--- src/rtl/riscv_mem_access_if.sv ---
// Data-memory bus between the MEM-stage access unit and data memory.
// The unit holds req until a single-cycle ack pulse arrives. rdata is valid only
// alongside ack.
//   master: drives req/we/addr/wdata, receives ack/rdata (access unit side)
//   slave : receives req/we/addr/wdata, drives ack/rdata (memory side)
interface riscv_mem_access_if;
  logic        req;
  logic        we;
  logic [31:0] addr;
  logic [31:0] wdata;
  logic        ack;
  logic [31:0] rdata;

  modport master (
    output req, we, addr, wdata,
    input  ack, rdata
  );

  modport slave (
    input  req, we, addr, wdata,
    output ack, rdata
  );
endinterface

--- src/rtl/riscv_mem_access.sv ---
// MEM-stage data-memory access unit.
// Turns a load/store from EX/MEM into one req/ack bus transaction. It stalls the
// pipeline until that transaction completes, then presents the writeback
// index/enable/data to MEM/WB for one cycle. Non-memory instructions pass
// straight through combinationally.
//
// Ports:
//   clk, rst           clock; asynchronous active-high reset (all outputs forced 0)
//   rd_idx_i/rd_we_i   destination register index / write enable from EX/MEM
//   data_i             ALU result (non-mem) or store data
//   data_we_i/re_i     store / load request (both set = store)
//   data_addr_i        byte address
//   rd_idx_o/rd_we_o   writeback index / enable toward MEM/WB
//   rd_data_o          writeback data toward MEM/WB
//   stallreq_o         stall request to the pipeline controller
//   bus                data-memory bus (master side)
//   err_o              one-cycle pulse when an access is aborted
//
// Optional feature: define MEM_MISALIGN_CHK_EN to reject accesses whose address is
// not word aligned. Such an access skips the bus and goes straight to an aborted DONE.
module riscv_mem_access #(
  parameter int unsigned TIMEOUT = 16,
  parameter int unsigned CNT_W   = 8
) (
  input  logic                       clk,
  input  logic                       rst,
  input  logic [4:0]                 rd_idx_i,
  input  logic                       rd_we_i,
  input  logic [31:0]                data_i,
  input  logic                       data_we_i,
  input  logic                       data_re_i,
  input  logic [31:0]                data_addr_i,
  output logic [4:0]                 rd_idx_o,
  output logic                       rd_we_o,
  output logic [31:0]                rd_data_o,
  output logic                       stallreq_o,
  riscv_mem_access_if.master         bus,
  output logic                       err_o
);

  typedef enum logic [1:0] {StIdle, StBusy, StDone} state_e;

  state_e             state_q, state_d;
  logic [CNT_W-1:0]   cnt_q, cnt_d;
  logic [4:0]         rd_idx_q, rd_idx_d;
  logic               rd_we_q, rd_we_d;
  logic [31:0]        addr_q, addr_d;
  logic [31:0]        data_q, data_d;
  logic               we_q, we_d;
  logic [31:0]        rdata_q, rdata_d;
  logic               abort_q, abort_d;

  logic access;
  assign access = data_re_i | data_we_i;

  always_ff @(posedge clk or posedge rst) begin
    if (rst) begin
      state_q  <= StIdle;
      cnt_q    <= '0;
      rd_idx_q <= '0;
      rd_we_q  <= 1'b0;
      addr_q   <= '0;
      data_q   <= '0;
      we_q     <= 1'b0;
      rdata_q  <= '0;
      abort_q  <= 1'b0;
    end else begin
      state_q  <= state_d;
      cnt_q    <= cnt_d;
      rd_idx_q <= rd_idx_d;
      rd_we_q  <= rd_we_d;
      addr_q   <= addr_d;
      data_q   <= data_d;
      we_q     <= we_d;
      rdata_q  <= rdata_d;
      abort_q  <= abort_d;
    end
  end

  always_comb begin
    state_d    = state_q;
    cnt_d      = cnt_q;
    rd_idx_d   = rd_idx_q;
    rd_we_d    = rd_we_q;
    addr_d     = addr_q;
    data_d     = data_q;
    we_d       = we_q;
    rdata_d    = rdata_q;
    abort_d    = abort_q;
    rd_idx_o   = '0;
    rd_we_o    = 1'b0;
    rd_data_o  = '0;
    stallreq_o = 1'b0;
    err_o      = 1'b0;
    bus.req    = 1'b0;
    bus.we     = 1'b0;
    bus.addr   = '0;
    bus.wdata  = '0;

    case (state_q)
      StIdle: begin
        rd_idx_o  = rd_idx_i;
        rd_we_o   = rd_we_i;
        rd_data_o = data_i;
        if (access) begin
          stallreq_o = 1'b1;
          rd_we_o    = 1'b0;
          rd_idx_d   = rd_idx_i;
          rd_we_d    = rd_we_i;
          addr_d     = data_addr_i;
          data_d     = data_i;
          we_d       = data_we_i;   // store wins when both requests are set
          cnt_d      = '0;
          abort_d    = 1'b0;
          state_d    = StBusy;
`ifdef MEM_MISALIGN_CHK_EN
          if (data_addr_i[1:0] != 2'b00) begin
            abort_d = 1'b1;
            state_d = StDone;
          end
`endif
        end
      end

      StBusy: begin
        stallreq_o = 1'b1;
        rd_idx_o   = rd_idx_q;
        bus.req    = 1'b1;
        bus.we     = we_q;
        bus.addr   = addr_q;
        bus.wdata  = data_q;
        // An ack on the final allowed cycle still completes normally.
        if (bus.ack) begin
          rdata_d = bus.rdata;
          state_d = StDone;
        end else if (cnt_q == CNT_W'(TIMEOUT - 1)) begin
          abort_d = 1'b1;
          state_d = StDone;
        end else begin
          cnt_d = cnt_q + 1'b1;
        end
      end

      StDone: begin
        // EX/MEM still holds the finished instruction here, so its request is ignored.
        rd_idx_o  = rd_idx_q;
        rd_data_o = we_q ? data_q : rdata_q;
        rd_we_o   = rd_we_q & ~we_q & ~abort_q;
        err_o     = abort_q;
        state_d   = StIdle;
      end

      default: state_d = StIdle;
    endcase

    // Outputs are forced low for the whole reset, pass-through paths included.
    if (rst) begin
      rd_idx_o   = '0;
      rd_we_o    = 1'b0;
      rd_data_o  = '0;
      stallreq_o = 1'b0;
      err_o      = 1'b0;
      bus.req    = 1'b0;
      bus.we     = 1'b0;
      bus.addr   = '0;
      bus.wdata  = '0;
    end
  end

endmodule
--- src/flat_wrapper.sv ---
// flat-port wrapper written by rule: the top's interface ports become plain ports
module riscv_mem_access_flat 
#(
  parameter int unsigned TIMEOUT = 16,
  parameter int unsigned CNT_W   = 8
)
  (clk, rst, rd_idx_i, rd_we_i, data_i, data_we_i, data_re_i, data_addr_i, rd_idx_o, rd_we_o, rd_data_o, stallreq_o, err_o, bus_req, bus_we, bus_addr, bus_wdata, bus_ack, bus_rdata);
  riscv_mem_access_if bus_i ();
  input  logic clk;
  input  logic rst;
  input  logic [4:0] rd_idx_i;
  input  logic rd_we_i;
  input  logic [31:0] data_i;
  input  logic data_we_i;
  input  logic data_re_i;
  input  logic [31:0] data_addr_i;
  output logic [4:0] rd_idx_o;
  output logic rd_we_o;
  output logic [31:0] rd_data_o;
  output logic stallreq_o;
  output logic err_o;
  output wire logic [$bits(bus_i.req)-1:0] bus_req;
  output wire logic [$bits(bus_i.we)-1:0] bus_we;
  output wire logic [$bits(bus_i.addr)-1:0] bus_addr;
  output wire logic [$bits(bus_i.wdata)-1:0] bus_wdata;
  input wire logic [$bits(bus_i.ack)-1:0] bus_ack;
  input wire logic [$bits(bus_i.rdata)-1:0] bus_rdata;
  assign bus_req = bus_i.req;
  assign bus_we = bus_i.we;
  assign bus_addr = bus_i.addr;
  assign bus_wdata = bus_i.wdata;
  assign bus_i.ack = bus_ack;
  assign bus_i.rdata = bus_rdata;
  riscv_mem_access #(.TIMEOUT(TIMEOUT), .CNT_W(CNT_W)) u_core (.clk(clk), .rst(rst), .rd_idx_i(rd_idx_i), .rd_we_i(rd_we_i), .data_i(data_i), .data_we_i(data_we_i), .data_re_i(data_re_i), .data_addr_i(data_addr_i), .rd_idx_o(rd_idx_o), .rd_we_o(rd_we_o), .rd_data_o(rd_data_o), .stallreq_o(stallreq_o), .bus(bus_i), .err_o(err_o));
endmodule
--- config.mk ---
export PLATFORM = sky130hd
export DESIGN_NAME = riscv_mem_access_flat
export DESIGN_NICKNAME = d
export VERILOG_FILES = /design/src/rtl/riscv_mem_access_if.sv /design/src/rtl/riscv_mem_access.sv /design/src/flat_wrapper.sv
export SDC_FILE = /design/constraint.sdc
export NUM_CORES = 1
export LEC_CHECK = 0
export CELL_PAD_IN_SITES_DETAIL_PLACEMENT = 0
export CELL_PAD_IN_SITES_GLOBAL_PLACEMENT = 2
export CORE_MARGIN = 4
export CORE_UTILIZATION = 25
export DETAILED_ROUTE_END_ITERATION = 16
export GPL_TIMING_DRIVEN = 0
export PLACE_DENSITY_LB_ADDON = 0.2
export SYNTH_ARGS = -nofsm -noshare
export SYNTH_HDL_FRONTEND = slang
export SYNTH_SLANG_ARGS = --single-unit
--- constraint.sdc ---
create_clock -name clk -period 3.8 [get_ports clk]
set_input_delay 0.57 -clock clk [delete_from_list [all_inputs] [get_ports clk]]
set_output_delay 0.57 -clock clk [all_outputs]
set_load 0.1 [all_outputs]
======== After elaboration in Yosys (flattened, before gate mapping) ========
Cells that the tools add are included.
Widths: inputs -> output; s select.
cells by class
  order comparisons ....................... 0
  add/sub/neg operators ................... 1
  $mul .................................... 0
  bitwise gates (word level) .............. 5
  divide/modulo/power cells ............... 0
  reduce and logical (&&, ||, !) cells .... 8
  shift-type cells ........................ 0
  eq/ne operators ......................... 8
  multiplexer cells ....................... 33
operator list
  cell                 number
  $mux 32              6
  $pmux 32 s2          1
  $mux 8               3
  $pmux 8 s2           1
  $mux 1               13
  $pmux 5 s2           1
  $add 8x1->8 const B  1
  $eq 8x4->1 const B   1
  $reduce_and 4->1     2
  $mux 2               3
  $pmux 1 s2           3
  $reduce_and 2->1     3
  $mux 5               1
  $ne 2x1->1 const B   2
  $ne 2x2->1 const B   2
  $pmux 2 s2           1
  $ne 3x2->1 const B   1
  $and 1x1->1          2
  $eq 2x1->1 const B   1
  $eq 2x2->1 const B   1
  $logic_not 2->1      1
  $not 1->1            2
  $reduce_bool 2->1    1
  $reduce_or 2->1      1
  $or 1x1->1           1
storage, ports and cells
  bits in writable memories ............... 0
  bits in read-only memories .............. 0
  latch bits .............................. 0
  memories kept ........................... 0
  output and inout port bits .............. 106
  bits in registers ....................... 114
  input bits .............................. 107

======== Logic depth before layout (Yosys ltp) ========
  depth after elaboration ................. 5
  gate-level depth with buffers ........... 8

======== Worst setup path after synthesis ========
OpenSTA, ideal clock, no wires.
  path type ............................... input -> output
  from .................................... in rst
  to ...................................... out err_o
  data required time ...................... 3.230 ns
  arrival ................................. 3.977 ns
  setup slack ............................. -0.747 ns
  buffers on the path ..................... 0
  stages .................................. 2
  cell sequence ........................... inv_1 > and3_1
on the way
  word-level cells in the longest chain between the ends .. 1
ends and longest elaborated chain
  what         line                     RTL
  from (decl)  flat_wrapper.sv:10       input logic rst;
  $mux 1       riscv_mem_access.sv:157  if (rst) begin
  to (decl)    flat_wrapper.sv:21       output logic err_o;
No other way between the ends.

======== Worst setup path in the final report ========
  from .................................... reg u_core.state_q[0]
  to ...................................... out rd_data_o[30]
on the way
  word-level cells in the longest chain between the ends .. 3
  elaborated cells on any way between the ends .. 4
  those cells by class .................... eq/ne (1); mux (2); reduce/logical (1)
ends and longest elaborated chain
  what                                           line                     RTL
  from (decl)                                    riscv_mem_access.sv:43   state_e state_q, state_d;
  from (signal assigned)                         riscv_mem_access.sv:58   state_q <= StIdle;
  from (signal assigned)                         riscv_mem_access.sv:68   state_q <= state_d;
  $eq 2x2->1 or $logic_not 2->1 (tied branches)  riscv_mem_access.sv:100  case (state_q)
  $pmux 32 s2 (*)                                riscv_mem_access.sv:100
  $mux 32 (*)                                    riscv_mem_access.sv:157
  to (decl)                                      flat_wrapper.sv:19       output logic [31:0] rd_data_o;
Every way passes the cells marked *; elsewhere a longest branch is shown, timed or not.

==> results.tsv <==
stage	metric	value	unit
yosys	synth-seq-area-share	48.5	%
critical_path	critPathMaxFanout	10	
critical_path	arrival	3.05	ns
cts	cts_made_buffers	17	
power_and_ir_drop	p_int	4.49	mW
critical_path	rrSetupSlack	1.62	ns
critical_path	critPathRequiredTime	3.23	ns
power_and_ir_drop	p_comb_share	56.7	%
timing	min_period_over_period	95.2	%
floorplan	pin_count	213	
yosys	syn_area	0.00588	sq mm
yosys	yosys_warnings	0	
floorplan	die_h	161	um
timing	min_period	3.62	ns
final_layout	fillers	2228	
timing	fin_skew	0.00850	ns
cts	clock-sinks	114	
timing	worst_slack	0.183	ns
critical_path	critPathKind	flop to primary output	
critical_path	slowest_delay	0.58	ns
yosys	synth.area.top_cells	dfrtp_1 (48%), mux2_2 (26%), and2_1 (6.9%), a22oi_1 (5.0%), nor2_1 (2.5%)	
route	drtIter0Drc	219	
min_path	min_from	u_core.addr_q[13]$_DFFE_PP0P_	
final_layout	fin_nets	852	
critical_path	cp-end-kind	primary output	
route	vias	4809	
power_and_ir_drop	power_frac_seq	24.2	%
cts	postCtsHoldBufs	0	
grt	grt_max_degree	39	
cts	htree_levels	4	
placed_design	port_buffers	212	
final_layout	multi_input_area	0.00288	sq mm
power_and_ir_drop	p_leak	3.99	nW
floorplan	initial_core_util	25.7	%
min_path	hold_end	u_core.addr_q[13]$_DFFE_PP0P_	
grt	grt.overflow.total	0	
timing	tightest_slew	1.04	ns
yosys	syn_area_per_cell	11.7	sq um
cts	insertion_delay	0.42	ns
floorplan	core_area	0.0229	sq mm
yosys	synth-edff-count	0	
cts	clockRootBuffer	clkbuf_16	
route	drt_pass1_iterations	4	
min_path	hp-class	flop to flop	
critical_path	r2r_cells	6	
route	vias_per_cell	4.52	
cts	cts_tree	built	
timing	setup_violations	0	
yosys	yosys_register_bits	114	
cts	cts.path.max_buffers	2	
route	wl	20.0	mm
grt	grt_usage	15.3	%
route	drc	0	
power_and_ir_drop	p_per_area	955	mW/mm^2
critical_path	cp_cell_sequence	inv_1 -> ha_1 -> clkbuf_1 -> clkbuf_2 -> buf_2 -> a22oi_1 -> nor2_1 -> clkdlybuf4s15_2	
yosys	synth_nets	618	
grt	grt_pass1_wl	30.9	mm
timing	fmax	276	MHz
final_layout	syn_to_final_growth	54.6	%
critical_path	worst_path_max_delay_cell	clkdlybuf4s15_2	
floorplan	dieArea	0.0261	sq mm
route	final_antenna_net_count	0	
yosys	yosys-top-cells-count	mux2_2 (135), dfrtp_1 (114), and2_1 (65), a22oi_1 (39), nor2_1 (39)	
power_and_ir_drop	clkPwrFrac	19.1	%
floorplan	fp.dieW	161	um
yosys	synth_top_area_share	48.5	%
cts	clk_pin_slew	0.05	ns
placed_design	gp_congestion	0.797	
grt	antenna_found_initial	1	
route	wl_per_cell	18.8	um
timing	hold_violations	0	
final_layout	fin_cells	1065	
power_and_ir_drop	p_total	8.68	mW
critical_path	critPathLaunchType	flop	
critical_path	worstReg2RegStart	u_core.state_q[0]$_DFFE_PP0P_	
yosys	synth_ff_type	dfrtp_1	
final_layout	drive_gt1_share	36.6	%
yosys	postSynthCellCount	504	
placed_design	dp_hpwl	14.8	mm
power_and_ir_drop	sw_frac_of_total	48.3	%
timing	fin_setup_tns	0	ns
yosys	synth_cell_types	38	
outcome	outcome	finished, final reports clean	
placed_design	post-place-cells	1032	
timing	finalMaxSlewViolations	0	
critical_path	regToRegEndpoint	u_core.data_q[3]$_DFFE_PP0P_	
final_layout	regArea	0.00285	sq mm
power_and_ir_drop	p_sw	4.20	mW
yosys	yosysMostFrequentCell	mux2_2	
job	cap_viol_max_count	0	
power_and_ir_drop	ir_worst_vdd	486	uV
timing	slew_headroom	31.0	%
floorplan	num_rows	55	
min_path	whs_path_depth	1	
yosys	ys_async_sr_fraction	100	%
grt	grt_pass1_vias	5305	
timing	holdWs	0.493	ns
yosys	synth_top_area_cell	dfrtp_1	
placed_design	place_ws	-0.689	ns
==> what timing repair did <==
| action | 4_1_cts | 5_1_grt |
|---|---|---|
| hold endpoints to repair | 0 | 0 |
| gates resized for setup | 223 | 44 |
| setup endpoints to repair | 101 | 54 |
| setup buffers | 0 | 0 |
| pin swaps | 0 | 0 |
| gates cloned | 0 | 0 |
==> cell usage in the layout, fill, tap and decap left out, types with 11 or more instances in the layout <==
| cell | n |
|---|---|
| a22oi_1 | 39 |
| and2_1 | 65 |
| buf_2 | 17 |
| clkbuf_1 | 17 |
| clkbuf_16 | 17 |
| clkbuf_2 | 20 |
| clkdlybuf4s15_2 | 56 |
| clkdlybuf4s50_1 | 106 |
| dfrtp_1 | 114 |
| dlygate4sd2_1 | 16 |
| dlymetal6s2s_1 | 11 |
| mux2_2 | 135 |
| nand2_1 | 11 |
| nor2_1 | 39 |
==> kinds of logic after synthesis <==
kind of cell | count (synthesis) | share of synthesized area, %
buffers and inverters | 41 | 2.93
and+or+nand+nor | 147 | 13.6
DFF | 114 | 48.5
AOI/OAI and AO/OA | 59 | 7.48
adders and majority gates | 7 | 1.49
muxes | 136 | 26.0
==> sequential cells by signal, summed over array words and instances, names as in the netlist <==
signal           flops
u_core.abort_q       1
u_core.addr_q       32
u_core.cnt_q         8
u_core.data_q       32
u_core.rd_idx_q      5
u_core.rd_we_q       1
u_core.rdata_q      32
u_core.state_q       2
u_core.we_q          1
==> critical path, delay by kind of cell, from the launching register on <==
family / cells / cell delay, ns
and+or+nand+nor: 1 / 0.17
buffers and inverters: 5 / 1.73
adders and majority gates: 1 / 0.17
AOI/OAI and AO/OA: 1 / 0.13
DFF: 1 / 0.42
==> area by class of cell <==
type,count,share of cell area [%]
Multi-Input combinational cell,349,31.7
Clock inverter,12,1.73
Clock buffer,20,5.02
Antenna cell,1,0.0275
Buffer,35,1.71
Sequential cell,114,31.4
Tap cell,313,4.31
Timing Repair Buffer,215,23.9
Inverter,6,0.289
==> per-stage QoR <==
stage	cell area (sq um)	util, %
after floorplan	5910	-
after global placement	8430	36.8
after detailed placement	8490	37.0
after CTS	9140	39.9
after global routing	9100	39.7
final	9100	39.7
==> routing by layer <==
metal | vias up | global-route usage (%) | part of all wire [%]
met5 | - | 0 | 0
met4 | 0 | 5.39 | 1.6
met3 | 21 | 3.62 | 4.3
met2 | 121 | 25.7 | 51
met1 | 2406 | 19.4 | 44
li1 | 2261 | - | -
==> power by group through the flow <==
stage               clock network [mW]  registers (mW)  logic (mW)
CTS                               1.71            2.11        5.00
global route                      1.76            2.19        5.20
floorplan                            0            2.02        3.90
global placement                     0            2.08        5.04
finish                            1.66            2.10        4.92
detailed placement                   0            2.13        5.10
==> worst max-delay path by stage <==
stage | startpoint | to
finish | u_core.state_q[0]$_DFFE_PP0P_ | rd_data_o[30]
detailed placement | rst | bus_wdata[20]
floorplan | rst | err_o
CTS | u_core.state_q[0]$_DFFE_PP0P_ | err_o
global route | u_core.state_q[1]$_DFFE_PP0P_ | bus_wdata[25]
global placement | rst | err_o
Note: power is estimated with default switching activity, not from simulation.
